[src/rtl/mem_port_arbiter_pkg.sv]
// Shared encodings and widths for the memory port arbiter.
package mem_port_arbiter_pkg;

  typedef enum logic [1:0] {
    MA_IDLE = 2'd0,
    MA_IACC = 2'd1,
    MA_DACC = 2'd2,
    MA_DONE = 2'd3
  } ma_state_e;

  typedef enum logic {
    OP_RD = 1'b0,
    OP_WR = 1'b1
  } ma_op_e;

  localparam int TIMER_W  = 16;
  localparam int STREAK_W = 4;

endpackage

[src/rtl/mem_port_arbiter_timeout_counter.sv]
// Loadable up-counter with clear/enable; tc flags the last cycle before TIMEOUT elapses.
module arb_timeout_counter #(
  parameter int W       = 16,
  parameter int TIMEOUT = 255
) (
  input  logic         clk,
  input  logic         rst,
  input  logic         clr,
  input  logic         load,
  input  logic [W-1:0] load_val,
  input  logic         en,
  output logic         tc
);

  logic [W-1:0] count_reg;

  always_ff @(posedge clk or negedge rst) begin
    if (!rst) begin
      count_reg <= '0;
    end else if (clr) begin
      count_reg <= '0;
    end else if (load) begin
      count_reg <= load_val;
    end else if (en) begin
      count_reg <= count_reg + 1'b1;
    end
  end

  // tc is high during the TIMEOUT-th enabled cycle, so the abort lands exactly then
  assign tc = (count_reg == W'(TIMEOUT - 1));

endmodule

[src/rtl/mem_port_arbiter.sv]
// Shares one external memory port between fetch and load/store; data wins
// unless a waiting fetch has already seen MAX_DSTREAK data grants in a row.
module mem_port_arbiter
  import mem_port_arbiter_pkg::*;
#(
  parameter int AW          = 32,
  parameter int DW          = 32,
  parameter int MAX_DSTREAK = 4,
  parameter int TIMEOUT     = 255
) (
  input  logic          clk,
  input  logic          rst,
  input  logic          imem_req,
  input  logic [AW-1:0] imem_addr,
  output logic [DW-1:0] imem_data_out,
  output logic          imem_ready,
  input  logic          dmem_re,
  input  logic          dmem_wr,
  input  logic [AW-1:0] dmem_addr,
  input  logic [DW-1:0] dmem_data_in,
  output logic [DW-1:0] dmem_data_out,
  output logic          dmem_ready,
  output logic [AW-1:0] mem_addr,
  output logic [DW-1:0] mem_data_in,
  input  logic [DW-1:0] mem_data_out,
  output logic          omem_re,
  output logic          omem_wr,
  input  logic          mem_ready,
  output logic          bus_err
);

  ma_state_e           state_reg;
  ma_op_e              op_reg;
  logic [STREAK_W-1:0] streak_reg;
  logic [AW-1:0]       addr_reg;
  logic [DW-1:0]       wdata_reg;
  logic [DW-1:0]       idata_reg;
  logic [DW-1:0]       ddata_reg;
  logic                re_reg;
  logic                wr_reg;
  logic                iready_reg;
  logic                dready_reg;
  logic                err_reg;

  logic data_grant;
  logic fetch_grant;
  logic in_acc;
  logic timer_tc;

  assign data_grant  = (state_reg == MA_IDLE) && (dmem_re || dmem_wr) &&
                       !(imem_req && (streak_reg == STREAK_W'(MAX_DSTREAK)));
  assign fetch_grant = (state_reg == MA_IDLE) && !data_grant && imem_req;
  assign in_acc      = (state_reg == MA_IACC) || (state_reg == MA_DACC);

  arb_timeout_counter #(
    .W       (TIMER_W),
    .TIMEOUT (TIMEOUT)
  ) u_timer (
    .clk      (clk),
    .rst      (rst),
    .clr      (state_reg == MA_DONE),
    .load     (data_grant || fetch_grant),
    .load_val ('0),
    .en       (in_acc),
    .tc       (timer_tc)
  );

  always_ff @(posedge clk or negedge rst) begin
    if (!rst) begin
      state_reg  <= MA_IDLE;
      op_reg     <= OP_RD;
      streak_reg <= '0;
      addr_reg   <= '0;
      wdata_reg  <= '0;
      idata_reg  <= '0;
      ddata_reg  <= '0;
      re_reg     <= 1'b0;
      wr_reg     <= 1'b0;
      iready_reg <= 1'b0;
      dready_reg <= 1'b0;
      err_reg    <= 1'b0;
    end else begin
      case (state_reg)
        MA_IDLE: begin
          if (data_grant) begin
            // A simultaneous re+wr is a write
            state_reg  <= MA_DACC;
            addr_reg   <= dmem_addr;
            wdata_reg  <= dmem_data_in;
            op_reg     <= dmem_wr ? OP_WR : OP_RD;
            re_reg     <= !dmem_wr;
            wr_reg     <= dmem_wr;
            streak_reg <= imem_req ? streak_reg + 1'b1 : '0;
          end else if (fetch_grant) begin
            state_reg  <= MA_IACC;
            addr_reg   <= imem_addr;
            op_reg     <= OP_RD;
            re_reg     <= 1'b1;
            streak_reg <= '0;
          end
        end
        MA_IACC, MA_DACC: begin
          if (mem_ready || timer_tc) begin
            state_reg  <= MA_DONE;
            re_reg     <= 1'b0;
            wr_reg     <= 1'b0;
            iready_reg <= (state_reg == MA_IACC);
            dready_reg <= (state_reg == MA_DACC);
            err_reg    <= !mem_ready;
            if (state_reg == MA_IACC) begin
              idata_reg <= mem_ready ? mem_data_out : '0;
            end else if (op_reg == OP_RD) begin
              ddata_reg <= mem_ready ? mem_data_out : '0;
            end
          end
        end
        MA_DONE: begin
          state_reg  <= MA_IDLE;
          iready_reg <= 1'b0;
          dready_reg <= 1'b0;
          err_reg    <= 1'b0;
        end
        default: state_reg <= MA_IDLE;
      endcase
    end
  end

  assign imem_data_out = idata_reg;
  assign imem_ready    = iready_reg;
  assign dmem_data_out = ddata_reg;
  assign dmem_ready    = dready_reg;
  assign mem_addr      = addr_reg;
  assign mem_data_in   = wdata_reg;
  assign omem_re       = re_reg;
  assign omem_wr       = wr_reg;
  assign bus_err       = err_reg;

endmodule

[config.mk]
export PLATFORM = sky130hd
export DESIGN_NAME = mem_port_arbiter
export DESIGN_NICKNAME = d
export VERILOG_FILES = /design/src/rtl/mem_port_arbiter_pkg.sv /design/src/rtl/mem_port_arbiter_timeout_counter.sv /design/src/rtl/mem_port_arbiter.sv
export SDC_FILE = /design/constraint.sdc
export NUM_CORES = 1
export LEC_CHECK = 0
export BUFFER_PORTS_ARGS = -buffer_cell sky130_fd_sc_hd__buf_2
export CORE_ASPECT_RATIO = 0.6
export CORE_UTILIZATION = 40
export CTS_CLUSTER_DIAMETER = 200
export DETAILED_ROUTE_END_ITERATION = 8
export PLACE_DENSITY = 0.68
export SKIP_CTS_REPAIR_TIMING = 1
export SLEW_MARGIN = 20
export SYNTH_ARGS = -nofsm -noshare
export SYNTH_HDL_FRONTEND = slang
export SYNTH_SLANG_ARGS = --single-unit
export TNS_END_PERCENT = 100
[constraint.sdc]
create_clock -name clk -period 2.5 [get_ports clk]
set_input_delay 0.25 -clock clk [delete_from_list [all_inputs] [get_ports clk]]
set_output_delay 0.25 -clock clk [all_outputs]
set_load 0.01 [all_outputs]
Yosys cells after proc, flatten, opt, wreduce, memory -nomap -nowiden
Index checks and enable logic that the tools add are counted.
{ "classes": {"n_eq_ne": 8, "reduce_logical": 27, "add_sub_neg": 2, "n_lt_le_gt_ge": 0, "shift": 0, "div": 0, "bitwise_logic": 2, "n_mul": 0, "mux": 28} }
{ "op_table": {"columns": ["cell", "count"], "rows": [
  ["$mux W32", 3],
  ["$mux W16", 3],
  ["$add A16 B1 Y16 const B", 1],
  ["$eq A16 B8 Y1 const B", 1],
  ["$mux W4", 3],
  ["$mux W1", 10],
  ["$pmux W1 S2", 5],
  ["$reduce_and A3 Y1", 3],
  ["$reduce_and A2 Y1", 4],
  ["$mux W2", 3],
  ["$pmux W2 S3", 1],
  ["$reduce_bool A2 Y1", 3],
  ["$logic_and A1 B1 Y1", 5],
  ["$add A4 B1 Y4 const B", 1],
  ["$eq A2 B2 Y1 const B", 2],
  ["$eq A4 B3 Y1 const B", 1],
  ["$logic_not A1 Y1", 4],
  ["$logic_or A1 B1 Y1", 4],
  ["$ne A2 B2 Y1 const B", 2],
  ["$reduce_and A4 Y1", 1],
  ["$ne A3 B3 Y1 const B", 1],
  ["$reduce_bool A3 Y1", 1],
  ["$eq A2 B1 Y1 const B", 1],
  ["$logic_not A2 Y1", 1],
  ["other kinds (2)", 3]
]} }
{ "totals": {"output_inout_bits": 133, "register_bits": 156, "in_bits": 134, "elab_cells": 80, "n_memories": 0, "ramBits": 0, "rom_bits": 0, "latch_bits": 0} }

Longest topological paths before layout
{ "logic_depth": {"depth_word": 10, "depth_mapped": 9, "ltp_nobuf": 6} }

Modules after synthesis
Synthesis repeated with hierarchy kept, for this count alone.
{ "hier_totals": {"cells_unflattened": 634, "area_unflattened_um2": 7130.6} }
{ "modules_own_cells": {"columns": ["module", "area_per_inst_um2", "seq_area_each_um2", "instances", "cells_each"], "rows": [
  ["mem_port_arbiter", 6080.8, 3503.4, 1, 518],
  ["arb_timeout_counter", 1049.8, 400.4, 1, 116]
]} }

Worst setup path after synthesis
No wires, ideal clock.
{ "synth_path": {"path_type": "flip-flop to flip-flop", "start": "reg u_timer.count_reg[10]", "end": "reg err_reg (netlist: bus_err)", "arrival_time_ps": 1950, "n_path_buf": 0, "required_time_ps": 2375, "setup_ps": 125, "path_slack_ps": 425, "synth_period_minus_slack_ps": 2075, "path_stages_with_launch": 5, "path_cell_list": "dfrtp_1 > or4_4 > o41ai_4 > and2_4 > mux2_2"} }
{ "synth_between": {"elab_chain_len": 4} }
{ "synth_rtl": {"columns": ["item", "line", "source"], "rows": [
  ["start, declared", "mem_port_arbiter_timeout_counter.sv:15", "logic [W-1:0] count_reg;"],
  ["start signal, assigned", "mem_port_arbiter_timeout_counter.sv:23", "count_reg <= load_val;"],
  ["start signal, assigned", "mem_port_arbiter_timeout_counter.sv:25", "count_reg <= count_reg + 1'b1;"],
  ["$eq A16 B8 Y1", "mem_port_arbiter_timeout_counter.sv:30", "assign tc = (count_reg == W'(TIMEOUT - 1));"],
  ["$logic_or A1 B1 Y1", "mem_port_arbiter.sv:103", "if (mem_ready || timer_tc) begin"],
  ["$ne A2 B2 Y1 (no source line)", null, null],
  ["$reduce_and A2 Y1 (no source line)", null, null],
  ["end signal, assigned", "mem_port_arbiter.sv:109", "err_reg <= !mem_ready;"],
  ["end, declared", "mem_port_arbiter.sv:43", "logic err_reg;"]
]} }
No other way between the ends.
A chain may end at the register's enable or synchronous reset.

Worst setup path after layout
{ "layout_path": {"start": "reg state_reg[1]", "end": "reg u_timer.count_reg[15]"} }
{ "layout_between": {"elab_chain_len": 9, "elab_cells_between_ends": 14, "classes_between": "eq/ne: 3; mux: 2; reduce/logical: 9"} }
{ "layout_rtl": {"columns": ["item", "line", "source"], "rows": [
  ["start, declared", "mem_port_arbiter.sv:32", "ma_state_e state_reg;"],
  ["start signal, assigned", "mem_port_arbiter.sv:70", "state_reg <= MA_IDLE;"],
  ["start signal, assigned", "mem_port_arbiter.sv:87", "state_reg <= MA_DACC;"],
  ["start signal, assigned", "mem_port_arbiter.sv:95", "state_reg <= MA_IACC;"],
  ["$logic_not A2 Y1", "mem_port_arbiter.sv:50, mem_port_arbiter.sv:52", null],
  ["$logic_and A1 B1 Y1 (2 in a row)", "mem_port_arbiter.sv:50", "assign data_grant = (state_reg == MA_IDLE) && (dmem_re || dmem_wr) &&"],
  ["$logic_not A1 Y1", "mem_port_arbiter.sv:52", "assign fetch_grant = (state_reg == MA_IDLE) && !data_grant && imem_req;"],
  ["$logic_and A1 B1 Y1 (2 in a row)", "mem_port_arbiter.sv:52", null],
  ["$logic_or A1 B1 Y1", "mem_port_arbiter.sv:62", ".load (data_grant || fetch_grant),"],
  ["$mux W16", "mem_port_arbiter_timeout_counter.sv:22", "end else if (load) begin"],
  ["$mux W16", "mem_port_arbiter_timeout_counter.sv:20", "end else if (clr) begin"]
]} }
Several ways; a longest one is shown, not always the timed one.

==> impl_metrics.tcl <==
set metrics [dict create \
    maximum_number_of_pins_on_one_net_before_global_route_repair 65 \
    count_of_flip_flops_with_a_built_in_enable_after_synthesis 0 \
    finalHoldViolations 0 \
    placement.setup.worst_slack_ns 0.237 \
    netlist.top_cell.by_area "sky130_fd_sc_hd__dfrtp_1" \
    yosys_cell_types 44 \
    outcome "finished clean" \
    timing.final.crit_share_pct 91.9 \
    coreArea_um2 16300 \
    power.leakage_nw 4.36 \
    grt_busiest_layer "met2" \
    setup_repair_after_global_routing_missed_its_margin "false" \
    ys_ff_latch 156 \
    synthTopCellsByArea "sky130_fd_sc_hd__dfrtp_1 (59%), sky130_fd_sc_hd__a32o_1 (9.6%), sky130_fd_sc_hd__mux2_2 (5.9%)" \
    drive_above_1_share_pct 45.5 \
    cts.root.buffer_cell "sky130_fd_sc_hd__clkbuf_16" \
    dieHeight_um 102 \
    met2_usage_pct 31.9 \
    worst_setup_hold_path_clk_slew_ns 0.07 \
    finalNetCount 918 \
    hpwlAfterDp_um 11800 \
    ys_warn_count 0 \
    synth.avg_cell_area_um2 12.9 \
    layout.cells.most_common_list "sky130_fd_sc_hd__buf_2 (265), sky130_fd_sc_hd__dfrtp_1 (156), sky130_fd_sc_hd__a32o_1 (64), sky130_fd_sc_hd__nand2_1 (41), sky130_fd_sc_hd__o21ai_0 (39)" \
    critical_path.slowest_cell "sky130_fd_sc_hd__ha_1" \
    final_critical_path_setup_slack_ns 0.204 \
    port_buffers 266 \
    layout_min_cycle_time_ns 2.30 \
    crit_path_max_fanout 16 \
    grtUsageMet1_pct 25.4 \
    setup-tns-final_ns 0 \
    setup.worst_path.start_class "register" \
    syn-num-nets 659 \
    clock_tree.htree_level_count 4 \
    timing.final.setup_violations 0 \
    max_cap_violation_count 0 \
    clock_tree_from_tritoncts "yes" \
    area_of_placed_instances_um2 8160 \
    worst_clk_skew_ns 0.0189 \
    initial_utilization_pct 40.9 \
    critical_path_required_ns 2.82 \
    finalCoreUtilization_pct 53.9 \
    hold_path.class "in -> reg" \
    syn-instance-count 517 \
    antenna_violations_before_repair 1 \
    final_antenna_net_count 0 \
    drt-initial-drc-count 330 \
    mostFrequentLayoutCell "sky130_fd_sc_hd__buf_2" \
    slew_viol_final 0 \
    cts-buffers-inserted 17 \
    worst_ir_drop_on_vdd_uv 560 \
    postSynth.asyncResetShare_pct 100 \
    design.portCount 267 \
    clk-insertion-delay-late_ns 0.42 \
    drt_wl_total_um 16500 \
    grt.overflow.total 0 \
    setup.worst_path.class "reg -> reg" \
    max_slew.worst_pin.slew_ns 0.628 \
    timing.fmax_ghz 0.435 \
    via_density_per_instance 5.16 \
    globalplace.congestion 0.787 \
    worst_slew_margin_rel_pct 58.1 \
    grt_pass1_vias 5325 \
    ys.flop_type "sky130_fd_sc_hd__dfrtp_1" \
    routedWlPerCell_um 16.2 \
    synth_largest_type_area_fraction_pct 58.7 \
    arrival_ns 2.62 \
    die_area_um2 17200 \
    row_count 36 \
    max_stage_delay_ns 0.61 \
    grt_use_total_pct 19.6 \
    synth-seq-area-share_pct 58.7 \
    num-fill-cells 1389 \
    area_growth_syn_to_layout_pct 31.9 \
    grt_pass1_wl_um 26600 \
    dr.pass1.iters 4 \
    clock_sink_count 156 \
    die-width_um 168 \
    drcViolationCount 0 \
    critPathCaptureType "register" \
    synthesis.area_um2 6650 \
    cellPowerDensity_nw_per_um2 1310 \
    routed_via_count 5257 \
    layout.cell_area.non_filler_um2 8770 \
    timing.critical_path.cells "inv_1 -> ha_1 -> nand2_1 -> or4_4 -> or3_1 -> a21oi_1" \
    ctsLongestPathBuffers 2 \
    met3_usage_pct 6.12 \
]
==> path summary, 6_finish.rpt <==
kind / from / to / slack [ns] / depth (start not counted)
min in group asynchronous: rst / mem_data_in[29] / 0.39 / 2
min: dmem_addr[14] / mem_addr[14] / 0.04 / 3
min reg2reg: streak_reg[3] / streak_reg[3] / 0.48 / 1
max in group asynchronous: rst / u_timer.count_reg[3] / 1.38 / 3
max reg2reg: state_reg[1] / u_timer.count_reg[15] / 0.20 / 6
max: state_reg[1] / u_timer.count_reg[15] / 0.20 / 6
==> cells in the mapped netlist, types with 3 or more instances <==
library cell / count
sky130_fd_sc_hd__xnor2_1: 10
sky130_fd_sc_hd__o21ai_0: 39
sky130_fd_sc_hd__nor4_1: 4
sky130_fd_sc_hd__ha_1: 8
sky130_fd_sc_hd__mux2_2: 35
sky130_fd_sc_hd__a31oi_1: 5
sky130_fd_sc_hd__nand4_1: 3
sky130_fd_sc_hd__buf_6: 8
sky130_fd_sc_hd__nor2_1: 19
sky130_fd_sc_hd__nor3_1: 4
sky130_fd_sc_hd__dfrtp_1: 156
sky130_fd_sc_hd__clkbuf_1: 23
sky130_fd_sc_hd__mux2i_1: 32
sky130_fd_sc_hd__a21oi_1: 4
sky130_fd_sc_hd__nand2_1: 42
sky130_fd_sc_hd__xor2_1: 3
sky130_fd_sc_hd__inv_1: 10
sky130_fd_sc_hd__clkbuf_8: 5
sky130_fd_sc_hd__a32o_1: 64
sky130_fd_sc_hd__nand3_1: 7
==> stage by stage <==
stage          std cells  hold WS [ns]  power, mW
2_1_floorplan        517       -0.0456       7.21
4_1_cts             1016        -0.166       11.6
3_5_place_dp         984         0.285       9.03
6_report            1018        0.0410       11.5
3_3_place_gp         984         0.272       8.80
5_1_grt             1017        0.0299       12.3
==> worst max-delay path: cells and delay by family (launching register included) <==
family | cells | cell delay, ns
fa+ha+maj | 1 | 0.61
buf+inv | 1 | 0.10
flops | 1 | 0.41
simple gates | 3 | 0.92
compound gates | 1 | 0.16
==> report_power, final <==
group | leakage [nW] | switching, mW | internal, mW | total (mW)
Sequential | 1.95 | 0.626 | 3.64 | 4.27
Combinational | 2.12 | 2.50 | 2.18 | 4.68
Clock | 0.290 | 1.19 | 1.35 | 2.54
Total | 4.36 | 4.32 | 7.17 | 11.5
==> final cells by class <==
class | instances | area (um^2) | area share (%)
repair buffers | 281 | 1490 | 17.0
multi-input cells | 310 | 2450 | 28.0
flip-flops and latches | 156 | 3900 | 44.5
diodes | 1 | 2.50 | 0.0285
clock inverters | 15 | 174 | 1.98
inverters | 10 | 37.5 | 0.428
well taps | 228 | 285 | 3.25
clock buffers | 17 | 425 | 4.85
==> logic make-up after synthesis <==
kind of cell	after synthesis	share of synthesized area, %
and+or+nand+nor	99	7.38
AOI/OAI and AO/OA	123	15.3
buffers and inverters	51	4.65
adders and majority gates	8	1.51
muxes	67	10.7
DFF	156	58.7
xor gates and xnor gates	13	1.71
==> routing by layer <==
| metal | routed length [um] | part of all wire, % |
|---|---|---|
| met1 | 7230 | 44 |
| met2 | 8010 | 48 |
| met3 | 1120 | 6.8 |
| met4 | 155 | 0.94 |
| met5 | 0 | 0 |
(Power assumes the default switching activity.)
